**src/rtl/const_mult_shift_add_pipe_pkg.sv**
```systemverilog
`default_nettype none
// ============================================================================
//  Module      : const_mult_shift_add_pipe_pkg
//  Description : Shared constants, mode encoding and helpers for the
//                pipelined shift-add constant multiplier.
//  Revision    : 1.0 - initial release
// ============================================================================
package const_mult_shift_add_pipe_pkg;

  // Per-sample operating mode. The fourth code is folded onto bypass.
  typedef enum logic [1:0] {
    MODE_TRUNC  = 2'b00,
    MODE_ROUND  = 2'b01,
    MODE_BYPASS = 2'b10,
    MODE_RSVD   = 2'b11
  } cmul_mode_e;

  // 1/sqrt(2) ~= 2^-1 + 2^-3 + 2^-4 + 2^-6 + 2^-8 = 0.70703125
  localparam logic [15:0] INV_SQRT2_MASK_16 = 16'h015A;

  // Enabled edges from acceptance to the registered result.
  localparam int CMUL_LATENCY = 3;

  // Both upper codes pass the operand straight through.
  function automatic logic is_bypass(input logic [1:0] m);
    return (m == MODE_BYPASS) || (m == MODE_RSVD);
  endfunction

  // Round-half-up only applies to code 01.
  function automatic logic is_round(input logic [1:0] m);
    return (m == MODE_ROUND);
  endfunction

endpackage : const_mult_shift_add_pipe_pkg
`default_nettype wire

```
**src/rtl/const_mult_shift_add_pipe_partial_sum.sv**
```systemverilog
`default_nettype none
// ============================================================================
//  Module      : shift_add_partial_sum
//  Description : Combinational sum of (in << GUARD) >> k for every set bit k
//                of MASK inside the shift window [LO, HI]. Bits shifted below
//                the guard LSB are dropped (floor per term).
//  Revision    : 1.0 - initial release
// ============================================================================
module shift_add_partial_sum #(
  parameter int                 WIDTH = 16,
  parameter int                 GUARD = 4,
  parameter int                 LO    = 0,
  parameter int                 HI    = 7,
  parameter logic [WIDTH-1:0]   MASK  = '0
) (
  input  logic [WIDTH-1:0]       data,
  output logic [WIDTH+GUARD+1:0] sum
);

  // Accumulator is two bits wider than the operand-with-guard; the full sum
  // of all terms is below 2*x, so neither partial nor total can overflow.
  localparam int AW = WIDTH + GUARD + 2;
  localparam int NT = HI - LO + 1;

  logic [AW-1:0] w_xe;
  logic [AW-1:0] w_terms [NT];
  logic [AW-1:0] w_acc;

  // Operand with guard bits appended below the LSB, zero-extended on top.
  assign w_xe = AW'(data) << GUARD;

  // One term per shift in the window; masked-off shifts contribute zero.
  for (genvar k = LO; k <= HI; k++) begin : g_term
    if (MASK[k]) begin : g_on
      assign w_terms[k-LO] = w_xe >> k;
    end else begin : g_off
      assign w_terms[k-LO] = '0;
    end
  end

  // Adder chain over the window terms.
  always_comb begin
    w_acc = '0;
    for (int i = 0; i < NT; i++) begin
      w_acc = w_acc + w_terms[i];
    end
  end

  assign sum = w_acc;

endmodule : shift_add_partial_sum
`default_nettype wire

```
**src/rtl/const_mult_shift_add_pipe.sv**
```systemverilog
`default_nettype none
// ============================================================================
//  Module      : const_mult_shift_add_pipe
//  Description : Three-stage pipelined shift-add constant multiplier for
//                unsigned fixed-point data. Coefficient is a shift mask
//                (default 1/sqrt(2)); supports truncate, round-half-up and
//                bypass per sample, saturation to all-ones, valid tracking
//                and a global stall enable.
//  Revision    : 1.0 - initial release
// ============================================================================
module const_mult_shift_add_pipe
  import const_mult_shift_add_pipe_pkg::*;
#(
  parameter int               WIDTH      = 16,
  parameter logic [WIDTH-1:0] SHIFT_MASK = WIDTH'(INV_SQRT2_MASK_16),
  parameter int               GUARD      = 4
) (
  input  logic             clk,
  input  logic             rst,
  input  logic             en,
  input  logic             in_valid,
  input  logic [WIDTH-1:0] in_data,
  input  logic [1:0]       mode,
  output logic             out_valid,
  output logic [WIDTH-1:0] out_data,
  output logic             sat
);

  localparam int AW      = WIDTH + GUARD + 2;
  localparam int HALF    = WIDTH / 2;
  localparam int RND_SH  = (GUARD > 0) ? (GUARD - 1) : 0;
  // Half an output LSB expressed in accumulator units; zero without guards.
  localparam logic [AW-1:0] ROUND_K = (GUARD > 0) ? (AW'(1) << RND_SH) : '0;

  // ---------------------------------------------------------------------
  // Stage 1: two half-window partial sums
  // ---------------------------------------------------------------------
  logic [AW-1:0]    w_p_lo;
  logic [AW-1:0]    w_p_hi;

  logic             r_s1_valid;
  logic [AW-1:0]    r_s1_p_lo;
  logic [AW-1:0]    r_s1_p_hi;
  logic [1:0]       r_s1_mode;
  logic [WIDTH-1:0] r_s1_byp;

  shift_add_partial_sum #(
    .WIDTH (WIDTH),
    .GUARD (GUARD),
    .LO    (0),
    .HI    (HALF - 1),
    .MASK  (SHIFT_MASK)
  ) u_psum_lo (
    .data (in_data),
    .sum  (w_p_lo)
  );

  shift_add_partial_sum #(
    .WIDTH (WIDTH),
    .GUARD (GUARD),
    .LO    (HALF),
    .HI    (WIDTH - 1),
    .MASK  (SHIFT_MASK)
  ) u_psum_hi (
    .data (in_data),
    .sum  (w_p_hi)
  );

  // Stage 1 register: capture partial sums, mode and the bypass operand.
  always_ff @(posedge clk) begin
    if (rst) begin
      r_s1_valid <= 1'b0;
      r_s1_p_lo  <= '0;
      r_s1_p_hi  <= '0;
      r_s1_mode  <= MODE_TRUNC;
      r_s1_byp   <= '0;
    end else if (en) begin
      r_s1_valid <= in_valid;
      r_s1_p_lo  <= w_p_lo;
      r_s1_p_hi  <= w_p_hi;
      r_s1_mode  <= mode;
      r_s1_byp   <= in_data;
    end
  end

  // ---------------------------------------------------------------------
  // Stage 2: combine halves and inject the rounding constant
  // ---------------------------------------------------------------------
  logic [AW-1:0]    w_s2_sum;

  logic             r_s2_valid;
  logic [AW-1:0]    r_s2_sum;
  logic [1:0]       r_s2_mode;
  logic [WIDTH-1:0] r_s2_byp;

  // Round-half-up is a single add of half an output LSB before the shift.
  always_comb begin
    w_s2_sum = r_s1_p_lo + r_s1_p_hi;
    if (is_round(r_s1_mode)) begin
      w_s2_sum = w_s2_sum + ROUND_K;
    end
  end

  // Stage 2 register: full-precision sum travels with its mode.
  always_ff @(posedge clk) begin
    if (rst) begin
      r_s2_valid <= 1'b0;
      r_s2_sum   <= '0;
      r_s2_mode  <= MODE_TRUNC;
      r_s2_byp   <= '0;
    end else if (en) begin
      r_s2_valid <= r_s1_valid;
      r_s2_sum   <= w_s2_sum;
      r_s2_mode  <= r_s1_mode;
      r_s2_byp   <= r_s1_byp;
    end
  end

  // ---------------------------------------------------------------------
  // Stage 3: drop guard bits, saturate, select bypass
  // ---------------------------------------------------------------------
  logic [WIDTH+1:0] w_shr;
  logic             w_ovf;
  logic [WIDTH-1:0] w_res;
  logic             w_sat;

  // Integer part of the accumulator; anything above WIDTH bits overflows.
  assign w_shr = r_s2_sum[AW-1:GUARD];
  assign w_ovf = |w_shr[WIDTH+1:WIDTH];

  // Result select: bypass wins, otherwise clip to all-ones on overflow.
  always_comb begin
    w_res = w_shr[WIDTH-1:0];
    w_sat = 1'b0;
    if (is_bypass(r_s2_mode)) begin
      w_res = r_s2_byp;
    end else if (w_ovf) begin
      w_res = '1;
      w_sat = 1'b1;
    end
  end

  // Output register: holds across stalls, cleared by reset.
  always_ff @(posedge clk) begin
    if (rst) begin
      out_valid <= 1'b0;
      out_data  <= '0;
      sat       <= 1'b0;
    end else if (en) begin
      out_valid <= r_s2_valid;
      out_data  <= w_res;
      sat       <= w_sat;
    end
  end

endmodule : const_mult_shift_add_pipe
`default_nettype wire

```
**config.mk**
```make
export PLATFORM = sky130hd
export DESIGN_NAME = const_mult_shift_add_pipe
export DESIGN_NICKNAME = d
export VERILOG_FILES = /design/src/rtl/const_mult_shift_add_pipe_pkg.sv /design/src/rtl/const_mult_shift_add_pipe_partial_sum.sv /design/src/rtl/const_mult_shift_add_pipe.sv
export SDC_FILE = /design/constraint.sdc
export NUM_CORES = 1
export LEC_CHECK = 0
export CAP_MARGIN = 5
export CORE_MARGIN = 4
export CORE_UTILIZATION = 35
export CTS_CLUSTER_SIZE = 16
export DETAILED_ROUTE_END_ITERATION = 12
export SLEW_MARGIN = 0
export SYNTH_ARGS = -nofsm -noshare
export SYNTH_HDL_FRONTEND = slang
export SYNTH_SLANG_ARGS = --single-unit
```
**constraint.sdc**
```tcl
create_clock -name clk -period 5.5 [get_ports clk]
set_clock_uncertainty 0.15 [all_clocks]
set_input_delay 1.375 -clock clk [delete_from_list [all_inputs] [get_ports clk]]
set_output_delay 1.375 -clock clk [all_outputs]
set_load 0.01 [all_outputs]
```
# Word level (Yosys, flattened, before mapping)

Index checks and enable logic that the tools add are counted.

Output and inout bits: 18
Input port bits: 22
Register bits: 112

Equality and inequality tests: 3
Muxes and demuxes: 5
Reduce and logical (&&, ||, !) cells: 2
$add $sub $neg: 5

Operators with widths:

| kind                  | number |
|---|---|
| $mux 16               | 2 |
| $add 22x12->22        | 1 |
| $add 22x14->22        | 1 |
| $add 22x4->22 const B | 1 |
| $mux 22               | 1 |
| $add 20x16->21        | 1 |
| $add 19x17->20        | 1 |
| $eq 2x2->1 const B    | 2 |
| $eq 2x1->1 const B    | 1 |
| $mux 1                | 2 |
| $reduce_or 2->1       | 1 |
| $logic_or 1x1->1      | 1 |

# Logic depth before layout (Yosys ltp)

Gate-level depths: netlist of the first run.

Depth in word-level cells: 3
Mapped depth: 18
Mapped depth without buffers: 18

# By module

From an unflattened synthesis of the first run, not the netlist that was laid out.

Cell total of the unflattened synthesis: 910
Area total of the unflattened synthesis: 7891.3 um^2

By module, submodules not included:

| module                            | sequential area each (um^2) | area each (um^2) | cells each | instances |
|---|---|---|---|---|
| const_mult_shift_add_pipe         | 2342.2                      | 5741.8           | 632        | 1 |
| shift_add_partial_sum (u_psum_lo) | 0.0                         | 1980.6           | 255        | 1 |
| shift_add_partial_sum (u_psum_hi) | 0.0                         | 168.9            | 23         | 1 |

# Worst setup path before layout of the first run

No wires, ideal clock.

Path type: input port to flip-flop
Start point: in in_data[0]
End point: reg r_s1_p_lo[17]
Buffers on the path: 0
Stages on the path: 16
Setup time: 0.086 ns
Arrival time: 4.834 ns
Path slack: 0.430 ns
Required time: 5.264 ns
Path through: inv_1 -> fa_1 -> inv_1 -> ha_1 -> a211oi_1 -> o211ai_1 -> a21o_1 -> a21oi_1 -> xnor2_1 -> ha_1 -> nand3_1 -> a2111oi_0 -> o31a_1 -> nor3b_1 -> xor2_1 -> a211oi_1

Longest elaborated chain between the ends: 3

RTL lines:

| item                   | RTL line                                    | source |
|---|---|---|
| start: declaration     | const_mult_shift_add_pipe.sv:22             | `input logic [WIDTH-1:0] in_data,` |
| $add 19x17->20         | const_mult_shift_add_pipe_partial_sum.sv:45 | `w_acc = w_acc + w_terms[i];` |
| $add 20x16->21 *       | const_mult_shift_add_pipe_partial_sum.sv:45 |  |
| $add 22x14->22 *       | const_mult_shift_add_pipe_partial_sum.sv:45 |  |
| end signal: assignment | const_mult_shift_add_pipe.sv:79             | `r_s1_p_lo <= w_p_lo;` |
| end: declaration       | const_mult_shift_add_pipe.sv:42             | `logic [AW-1:0] r_s1_p_lo;` |

Mark *: on every way between the ends. The rest lies on a longest branch, timed or not.
A chain may end at the register's enable or synchronous reset.

# Worst setup path in the final report of the first run

Start point: in in_data[0]
End point: reg r_s1_p_lo[18]

The elaborated chain is that of the path after synthesis.

==> results of run 1 <==
## cell usage after synthesis (10+ instances only)
cell type,instances,area [um2]
nor2_1,99,372
dfxtp_1,94,1880
nand2_1,50,188
mux2i_1,48,480
a21oi_1,47,235
ha_1,47,588
xnor2_1,28,245
clkbuf_1,25,93.8
o21ai_0,22,110
nor3_1,20,100
inv_1,18,67.6
o221ai_1,16,140
fa_1,15,300
a211oi_1,14,105
nand3_1,12,60.1
o21a_1,12,90.1
nor4_1,10,62.6
xor2_1,10,87.6
## state kept, by name, summed over array words and instances (netlist names)
name and flops:
r_s1_p_lo 21, r_s2_sum 18, out_data 16, r_s1_byp 16, r_s2_byp 16, r_s1_mode 2
out_valid 1, r_s1_valid 1, r_s2_mode 1, r_s2_valid 1, sat 1
## timing repair
action | in CTS | in global routing
pin swaps | 0 | 1
setup endpoints to repair | 1 | 5
gates resized for setup | 1 | 6
setup buffers | 0 | 0
## layer usage
metal / part of all wire / track usage / vias up / routed length, um
met5: 0 / 0 / - / 0
met1: 0.52 / 0.218 / 2508 / 7710
met4: 0.0083 / 0.0330 / 0 / 122
met3: 0.033 / 0.0255 / 6 / 490
met2: 0.43 / 0.223 / 89 / 6400
li1: - / - / 2859 / -
## report_power, final
group / switching (mW) / leakage (nW) / internal [mW] / total (mW)
Sequential: 0.0638 / 0.772 / 0.759 / 0.823
Clock: 0.251 / 0.135 / 0.344 / 0.595
Combinational: 0.646 / 2.34 / 0.659 / 1.31
## through the flow
| stage | setup TNS [ns] | hold slack [ns] | instances |
|---|---|---|---|
| 2_1_floorplan | 0 | 0.291 | 725 |
| 3_3_place_gp | -1.71 | 0.298 | 1031 |
| 3_5_place_dp | -1.79 | 0.303 | 1031 |
| 4_1_cts | 0 | 0.313 | 1047 |
| 5_1_grt | 0 | 0.332 | 1047 |
| 6_report | 0 | 0.307 | 1047 |
## final cells by class
type	instances	area (um2)	area share
inverter	20	75.1	0.00970
clock buffer	14	274	0.0354
tap	225	282	0.0364
clock inverter	2	15.0	0.00194
timing repair buffer	114	946	0.122
multi-input combinational	578	4270	0.551
sequential	94	1880	0.243
## tightest hold or removal path, delay by kind of cell, from the launching register on
kind	cells	cell delay, ns
AO/OA/AOI/OAI	1	0.05
flip-flops	1	0.31
AND/OR/NAND/NOR	1	0.06
## kinds of logic after synthesis
group	count (synthesis)	synth area share
AOI/OAI and AO/OA	183	0.213
xor gates and xnor gates	38	0.0525
adders and majority gates	64	0.144
buffers and inverters	53	0.0336
DFF	94	0.297
muxes	48	0.0758
and+or+nand+nor	245	0.185
## how the worst max path moves through the flow
stage          startpoint       endpoint  depth (start not counted)
3_3_place_gp   in_data[0]  r_s1_p_lo[17]                         18
4_1_cts        in_data[0]  r_s1_p_lo[17]                         18
5_1_grt        in_data[0]  r_s1_p_lo[18]                         18
3_5_place_dp   in_data[0]  r_s1_p_lo[17]                         18
2_1_floorplan  in_data[0]  r_s1_p_lo[17]                         16
6_report       in_data[0]  r_s1_p_lo[18]                         18
==> impl_metrics.tcl, run 1 <==
set metrics [dict create \
    fin_crit_ns 5.26 \
    worstReg2RegEnd "r_s2_sum[15]" \
    initial_core_util 0.361 \
    hold_buffers 0 \
    routedWlPerCell_um 14.1 \
    p_leak_nw 3.25 \
    cp_num_buf_inv 4 \
    grt_pass1_wl_mm 24.7 \
    tritoncts "built" \
    ir_drop_uv 196 \
    numClockSinks 94 \
    tightest_slew_ns 0.932 \
    gp_congestion 0.858 \
    powerDensity_nw_per_um2 352 \
    hold_path_startpoint "out_data[4]" \
    wirelength_mm 14.7 \
    placed_area_um2 7430 \
    relSlewSlack 0.378 \
    dp_hpwl_mm 11.3 \
    crit_path_start_kind "primary input" \
    fmax_mhz 190 \
    syn_nets 809 \
    yosys_warnings 0 \
    hold_viol 0 \
    ant_nets 0 \
    cpPeakStageDelay_ns 0.55 \
    worst_setup_path_end_kind "flip-flop" \
    diodes 0 \
    io_pins 40 \
    critPathKind "primary input to flip-flop" \
    track_usage 0.147 \
    final_common_cell "nor2_1" \
    min_path_type "flip-flop to flip-flop" \
    coreArea_um2 17500 \
    grt_max_degree 61 \
    fillers 1767 \
    async_flop_share 0 \
    drtIter0Drc 370 \
    synth_cell_types 78 \
    cp_max_fo 3 \
    ys.flop_type "dfxtp_1" \
    vias 5462 \
    p_total_mw 2.72 \
    synth.avg_cell_area_um2 8.74 \
    setup_viol 0 \
    rr_worst_depth 12 \
    dr.pass1.iters 5 \
    cts-buffers-inserted 9 \
    rows 48 \
    drc 0 \
    ys_ff_latch 94 \
    slew_violations 0 \
    clock_latency_ns 0.34 \
    required_ns 5.61 \
    final_cell_mix "99 x nor2_1, 94 x dfxtp_1, 76 x buf_4" \
    arrival_ns 5.36 \
    final_util 0.441 \
    run_status "finished clean" \
    path_cells "clkdlybuf4s50_1 > inv_1 > fa_1 > inv_1 > ha_1 > a211oi_2 > o211ai_1 > a21o_1 > a21oi_2 > o21a_1 > xnor2_1 > buf_4 > ha_1 > nand2_1 > o21a_1 > a2111oi_2 > xnor2_1 > a211oi_1" \
    clkTransAtPathRegs_ns 0.06 \
    hold_end "out_data[4]" \
    ys_seq_area_frac 0.297 \
    syn_inst 725 \
    viasPerCell 5.22 \
    reg2reg_slack_ns 1.83 \
    netlist_area_um2 6340 \
    crit_slowest_cell "fa_1" \
    design_area_um2 7740 \
    clk_path_buf_depth 2 \
    port_buffers 39 \
    r2r_start "r_s1_byp[5]" \
    place_ws_ns -0.356 \
    htreeDepth 3 \
    max-cap-violations 0 \
    syn2layout_area_growth_pct 22.1 \
    whs_path_depth 2 \
    grt_pass1_vias 4989 \
    die_x_um 143 \
    layout-drive-gt1-share 0.144 \
    min_period_over_period 0.956 \
    rsz0062_at_grt "false" \
    root_buffer "clkbuf_16" \
    nets 901 \
    grt_antenna_before_repair 0 \
    die-height_um 143 \
    grt_overflow 0 \
    crit_family "compound AO/OA/AOI/OAI gates" \
    synth_edf_count 0 \
    fin_ws_ns 0.244 \
    die_area_um2 20300 \
]
No activity file was read; power rests on OpenSTA's default activity.
==> inputs of run 2 (changes only) <==
--- a/config.mk
+++ b/config.mk
@@ -5,6 +5,7 @@
 export SDC_FILE = /design/constraint.sdc
 export NUM_CORES = 1
 export LEC_CHECK = 0
+export ABC_AREA = 1
 export CAP_MARGIN = 5
 export CORE_MARGIN = 4
 export CORE_UTILIZATION = 35
==> run 2 against run 1 <==
Against the previous run: first-iteration DRC count grew 6.5%; worst hold slack gained 0.0062 ns; flip-flop and latch count is the same; sequential power shrank 2%; critical endpoint unchanged; largest cell class unchanged.
==> impl_metrics.tcl, run 2 <==
set metrics [dict create \
    async_flop_share 0 \
    die_area_um2 22300 \
    diodes 0 \
    synth_edf_count 0 \
    ir_drop_uv 161 \
    syn_inst 1069 \
    cpPeakStageDelay_ns 0.69 \
    crit_slowest_cell "clkdlybuf4s50_1" \
    biggestRegsByFlops "r_s1_p_lo x21, r_s2_sum x18" \
    grt_overflow 0 \
    cp_max_fo 5 \
    crit_family "adder cells" \
    synth.top_cell.area_share 0.269 \
    postCtsSetupBuffers 0 \
    rows 51 \
    grt_pass1_vias 6299 \
    final.setup.tns_ns 0 \
    holdWs_ns 0.314 \
    synth.avg_cell_area_um2 6.55 \
    fin_crit_ns 5.03 \
    netlist_area_um2 7010 \
    viasPerCell 4.84 \
    worst_setup_path_end_kind "flip-flop" \
    synth_cell_types 37 \
    setup_viol 0 \
    io_pins 40 \
    p_total_mw 2.53 \
    cts_resized 0 \
    ys_ff_latch 94 \
    final_cell_mix "237 x nand2_1, 144 x inv_1, 115 x nor2_1" \
    grt_max_degree 86 \
    die-height_um 149 \
    dr.pass1.iters 5 \
    syn2layout_area_growth_pct 13.7 \
    coreArea_um2 19600 \
    routedWlPerCell_um 13.5 \
    synthTopCellsByArea "dfxtp_1 27%, nand2_1 13%, ha_1 8.4%" \
    die_x_um 149 \
    initial_core_util 0.358 \
    clock_latency_ns 0.36 \
    grt_antenna_before_repair 0 \
    p_leak_nw 3.84 \
    yosys.cell_count.top_type "nand2_1" \
    gp_congestion 0.888 \
    htreeDepth 3 \
    clk_path_buf_depth 2 \
    synth_commonest_cells "237 x nand2_1, 144 x inv_1, 115 x nor2_1, 98 x a21oi_1, 94 x dfxtp_1" \
    switchingPower_mw 1.04 \
    numClockSinks 94 \
    root_buffer "clkbuf_16" \
    cts-buffers-inserted 9 \
    min_path_type "flip-flop to flip-flop" \
    min_period_over_period 0.915 \
    final_common_cell "nand2_1" \
    yosys.area.top_type "dfxtp_1" \
    rsz0062_at_grt "false" \
    port_buffers 39 \
    p_int_mw 1.49 \
    ys_seq_area_frac 0.269 \
    powerDensity_nw_per_um2 318 \
    wirelength_mm 18.4 \
    track_usage 0.172 \
    drc 0 \
    nets 1181 \
    drtIter0Drc 394 \
    vias 6614 \
    max-cap-violations 0 \
    tritoncts "built" \
    tightest_slew_ns 0.824 \
    cp_num_buf_inv 4 \
    power_frac_clock 0.239 \
    ys.flop_type "dfxtp_1" \
    combPwrFrac 0.443 \
    layout-drive-gt1-share 0.0672 \
    fillers 2103 \
    relSlewSlack 0.450 \
    seq_power_share 0.318 \
    crit_path_start_kind "primary input" \
    fmax_mhz 199 \
    grt_pass1_wl_mm 31.0 \
    hold_viol 0 \
    critPathKind "primary input to flip-flop" \
    yosys_warnings 0 \
    cp.depth 21 \
    clkTransAtPathRegs_ns 0.07 \
    path_cells "clkdlybuf4s50_1 > fa_1 > ha_1 > inv_1 > o21ai_0 > a21oi_1 > nand2_1 > a21oi_1 > xnor2_1 > ha_1 > a21oi_1 > inv_1 > a31oi_1 > o21ai_0 > a21o_1 > nand3_1 > nor3_1 > nor2_1 > nand2_1 > nand2_1 > inv_1" \
    largest_reg_flops 21 \
    required_ns 5.60 \
    p_sw_frac 0.412 \
    run_status "finished clean" \
    regMostFlops "r_s1_p_lo" \
    arrival_ns 5.14 \
    slew_violations 0 \
    ant_nets 0 \
    rr_worst_depth 17 \
    dp_hpwl_mm 14.5 \
    whs_path_depth 2 \
    hold_buffers 0 \
    syn_nets 1153 \
]
## run 2: cell count changes after synthesis, sizes merged, moves of 10 or more
| cell | previous run | this run |
|---|---|---|
| nand2 | 50 | 251 |
| a21oi | 48 | 99 |
| nand3 | 12 | 61 |
| or3 | 10 | 0 |
| xor2 | 10 | 21 |
| mux2i | 48 | 0 |
| o21ai | 22 | 86 |
| o21a | 13 | 0 |
| xnor2 | 28 | 7 |
| nor4 | 10 | 0 |
| inv | 18 | 157 |
| a211oi | 14 | 1 |
| nor2 | 99 | 127 |
## run 2: cell type report
type                            count  area, um2  area share
Multi-Input combinational cell    783       4400       0.553
Clock inverter                      6       53.8     0.00675
Timing Repair Buffer               50        468      0.0587
Clock buffer                       10        229      0.0287
Tap cell                          265        332      0.0416
Inverter                          159        599      0.0752
Sequential cell                    94       1880       0.236
## run 2: power groups by stage
stage | Sequential, mW | Clock, mW | Combinational [mW]
final | 0.807 | 0.605 | 1.12
after detailed placement | 0.822 | 0 | 1.12
after global routing | 0.816 | 0.645 | 1.29
after floorplan | 0.807 | 0 | 0.853
after global placement | 0.822 | 0 | 1.12
after CTS | 0.807 | 0.619 | 1.13
## run 2: routing by layer
metal	vias up	track usage	wire length, um
li1	3521	-	-
met1	2966	0.226	8820
met2	97	0.292	8600
met3	30	0.0239	507
met4	0	0.0554	498
met5	-	0	0
## run 2: kinds of logic (layout without fill, tap and decap cells)
| group | after synthesis | count (layout) | synth area share |
|---|---|---|---|
| xor+xnor | 28 | 28 | 0.0350 |
| flops | 94 | 94 | 0.269 |
| simple gates | 469 | 469 | 0.292 |
| fa+ha+maj | 62 | 62 | 0.127 |
| compound gates | 224 | 224 | 0.174 |
| buf+inv | 192 | 225 | 0.103 |
## run 2: final timing paths
check                  end          from  slack [ns]
max          r_s1_p_lo[18]    in_data[6]        0.47
min           r_s1_mode[0]  r_s1_mode[0]        0.31
max reg2reg   r_s2_sum[17]   r_s1_byp[5]        2.61
min reg2reg   r_s1_mode[0]  r_s1_mode[0]        0.31
## run 2: worst register-to-register path, stage by stage, from the launching register on
cell and delay [ns]:
dfxtp_1 0.32, ha_1 0.30, nand3_1 0.10, nand2_1 0.13, nand2_1 0.10, nand2_2 0.12
nand2_1 0.08, nand2_2 0.12, ha_1 0.18, inv_1 0.05, nor2_1 0.20, inv_1 0.12
nor2_2 0.14, nand3_2 0.13, nor2_4 0.18, nand2_1 0.08, xor2_1 0.17, a21oi_1 0.09
## run 2: metrics by stage
stage / utilization / setup slack [ns] / cell area [um2] / std cells
floorplan: - / 0.947 / 7010 / 1069
global placement: 0.392 / 0.146 / 7680 / 1351
detailed placement: 0.392 / 0.0781 / 7680 / 1351
CTS: 0.407 / 0.440 / 7970 / 1367
global route: 0.407 / 0.0701 / 7970 / 1367
finish: 0.407 / 0.469 / 7970 / 1367
==> inputs of run 3 (changes only) <==
==> constraint.sdc (replaced) <==
create_clock -name clk -period 6.05 [get_ports clk]
set_clock_uncertainty 0.15 [all_clocks]
set_input_delay 1.5125 -clock clk [delete_from_list [all_inputs] [get_ports clk]]
set_output_delay 1.5125 -clock clk [all_outputs]
set_load 0.01 [all_outputs]
==> run 3 against run 2 <==
Against the previous run: routed wire length up 1.7%; die area unchanged; cell count shrank 0.51%; core utilization barely moved; clock power rose by 2%; flip-flop and latch count did not move; critical path depth fell by 1; first-iteration DRC count is 7.1% lower; cell area hardly changed; combinational power is 9% lower; worst hold slack better by 0.0016 ns; highest routed layer unchanged.
==> impl_metrics.tcl, run 3 (same netlist as run 2, synthesis figures left out) <==
set metrics [dict create \
    worst_setup_path_end_kind "flip-flop" \
    setup_viol 0 \
    final_common_cell "nand2_1" \
    p_int_mw 1.42 \
    die_area_um2 22300 \
    slew_violations 0 \
    max-cap-violations 0 \
    biggestRegsByFlops "r_s1_p_lo x21, r_s2_sum x18" \
    arrival_ns 5.44 \
    grt_antenna_before_repair 0 \
    clock_latency_ns 0.35 \
    clkTransAtPathRegs_ns 0.07 \
    min_path_type "flip-flop to flip-flop" \
    p_sw_frac 0.399 \
    p_leak_nw 3.83 \
    syn2layout_area_growth_pct 13.6 \
    endpoint "r_s1_p_lo[15]" \
    clk_path_buf_depth 2 \
    grt_max_degree 86 \
    rows 51 \
    largest_reg_flops 21 \
    wirelength_mm 18.7 \
    ant_nets 0 \
    rr_worst_depth 16 \
    root_buffer "clkbuf_16" \
    grt_overflow 0 \
    r2r_start "r_s1_byp[7]" \
    port_buffers 39 \
    die-height_um 149 \
    wl_met3_um 561 \
    hold_viol 0 \
    cts_resized 0 \
    p_total_mw 2.37 \
    fin_crit_ns 5.35 \
    nets 1175 \
    reg2reg_slack_ns 3.29 \
    ir_drop_uv 160 \
    die_x_um 149 \
    wirelength_met1_mm 8.71 \
    diodes 0 \
    crit_path_start "in_data[3]" \
    routedWlPerCell_um 13.8 \
    viasPerCell 4.92 \
    io_pins 40 \
    initial_core_util 0.358 \
    postCtsSetupBuffers 0 \
    min_period_over_period 0.884 \
    layout-drive-gt1-share 0.0621 \
    dr_wl_met2_mm 8.95 \
    coreArea_um2 19600 \
    cts-buffers-inserted 9 \
    drtIter0Drc 366 \
    required_ns 6.15 \
    fmax_mhz 187 \
    final.setup.tns_ns 0 \
    crit_path_start_kind "primary input" \
    worstReg2RegEnd "r_s2_sum[13]" \
    top_layer "met4" \
    dr.pass1.iters 6 \
    tightest_slew_ns 0.799 \
    cp_max_fo 4 \
    grt_pass1_vias 6381 \
    gp_congestion 0.893 \
    seq_power_share 0.310 \
    switchingPower_uw 947 \
    numClockSinks 94 \
    htreeDepth 3 \
    dp_hpwl_mm 14.7 \
    tritoncts "built" \
    grt_pass1_wl_mm 31.7 \
    critPathKind "primary input to flip-flop" \
    regMostFlops "r_s1_p_lo" \
    powerDensity_nw_per_um2 298 \
    track_usage 0.176 \
    relSlewSlack 0.467 \
    power_frac_clock 0.259 \
    rsz0062_at_grt "false" \
    drc 0 \
    vias 6687 \
    run_status "finished clean" \
    combPwrFrac 0.431 \
    final_cell_mix "237 x nand2_1, 144 x inv_1, 115 x nor2_1" \
    hold_buffers 0 \
]
run 3: cell types whose count changed in the layout (fill, tap and decap cells not counted), sizes merged:
cell / delta
bufinv: +2
clkbuf: -1
clkinvlp: -1
inv: -2
buf: -6
clkinv: +1
run 3: through the flow:
| stage | hold WS, ns | util | area, um2 | std cells | setup slack [ns] |
|---|---|---|---|---|---|
| finish | 0.315 | 0.406 | 7960 | 1360 | 0.702 |
| floorplan | 0.284 | - | 7010 | 1069 | 1.36 |
| CTS | 0.320 | 0.406 | 7960 | 1360 | 0.693 |
| global placement | 0.299 | 0.390 | 7640 | 1345 | 0.403 |
| detailed placement | 0.308 | 0.390 | 7640 | 1345 | 0.330 |
| global route | 0.335 | 0.406 | 7960 | 1360 | 0.250 |
run 3: per-layer routing:
layer / vias to the layer above / track usage
li1: 3508 / -
met1: 3040 / 0.228
met2: 105 / 0.298
met3: 34 / 0.0221
met4: 0 / 0.0700
met5: - / 0
run 3: worst min path at each step:
stage               cells after the start  slack [ns]         start      endpoint
floorplan                               2        0.28  r_s2_byp[10]  r_s2_byp[10]
global placement                        2        0.30  r_s2_byp[12]  r_s2_byp[12]
detailed placement                      2        0.31  r_s1_mode[0]  r_s1_mode[0]
CTS                                     2        0.32  out_data[11]  out_data[11]
global route                            2        0.33  r_s1_mode[0]  r_s1_mode[0]
finish                                  2        0.32  r_s1_mode[0]  r_s1_mode[0]
run 3: layout make-up:
class                   instances  area, um2
multi-input cells             783       4400
well taps                     265        332
clock inverters                 6       95.1
clock buffers                   9        225
fillers                      2096      11600
repair buffers                 44        423
flip-flops and latches         94       1880
inverters                     159        599
run 3: critical path: stages:
cell,delay (ns)
clkdlybuf4s50_1,0.61
inv_1,0.15
fa_1,0.49
inv_1,0.07
fa_1,0.45
nand3_1,0.10
nand3_1,0.13
nand3_1,0.10
nand2_1,0.10
xor2_1,0.16
ha_1,0.33
a21oi_1,0.27
o21ai_0,0.13
a21oi_1,0.14
nand2_1,0.12
nand3_1,0.10
nand2_1,0.11
xor2_1,0.16
o21ai_0,0.16
inv_1,0.05
run 3: power groups by stage:
stage                     Combinational, mW  Clock (mW)  Sequential, mW
after floorplan                       0.775           0           0.734
after global placement                 1.01           0           0.747
after detailed placement               1.02           0           0.748
after CTS                              1.02       0.631           0.734
after global routing                   1.17       0.648           0.743
final                                  1.02       0.615           0.734
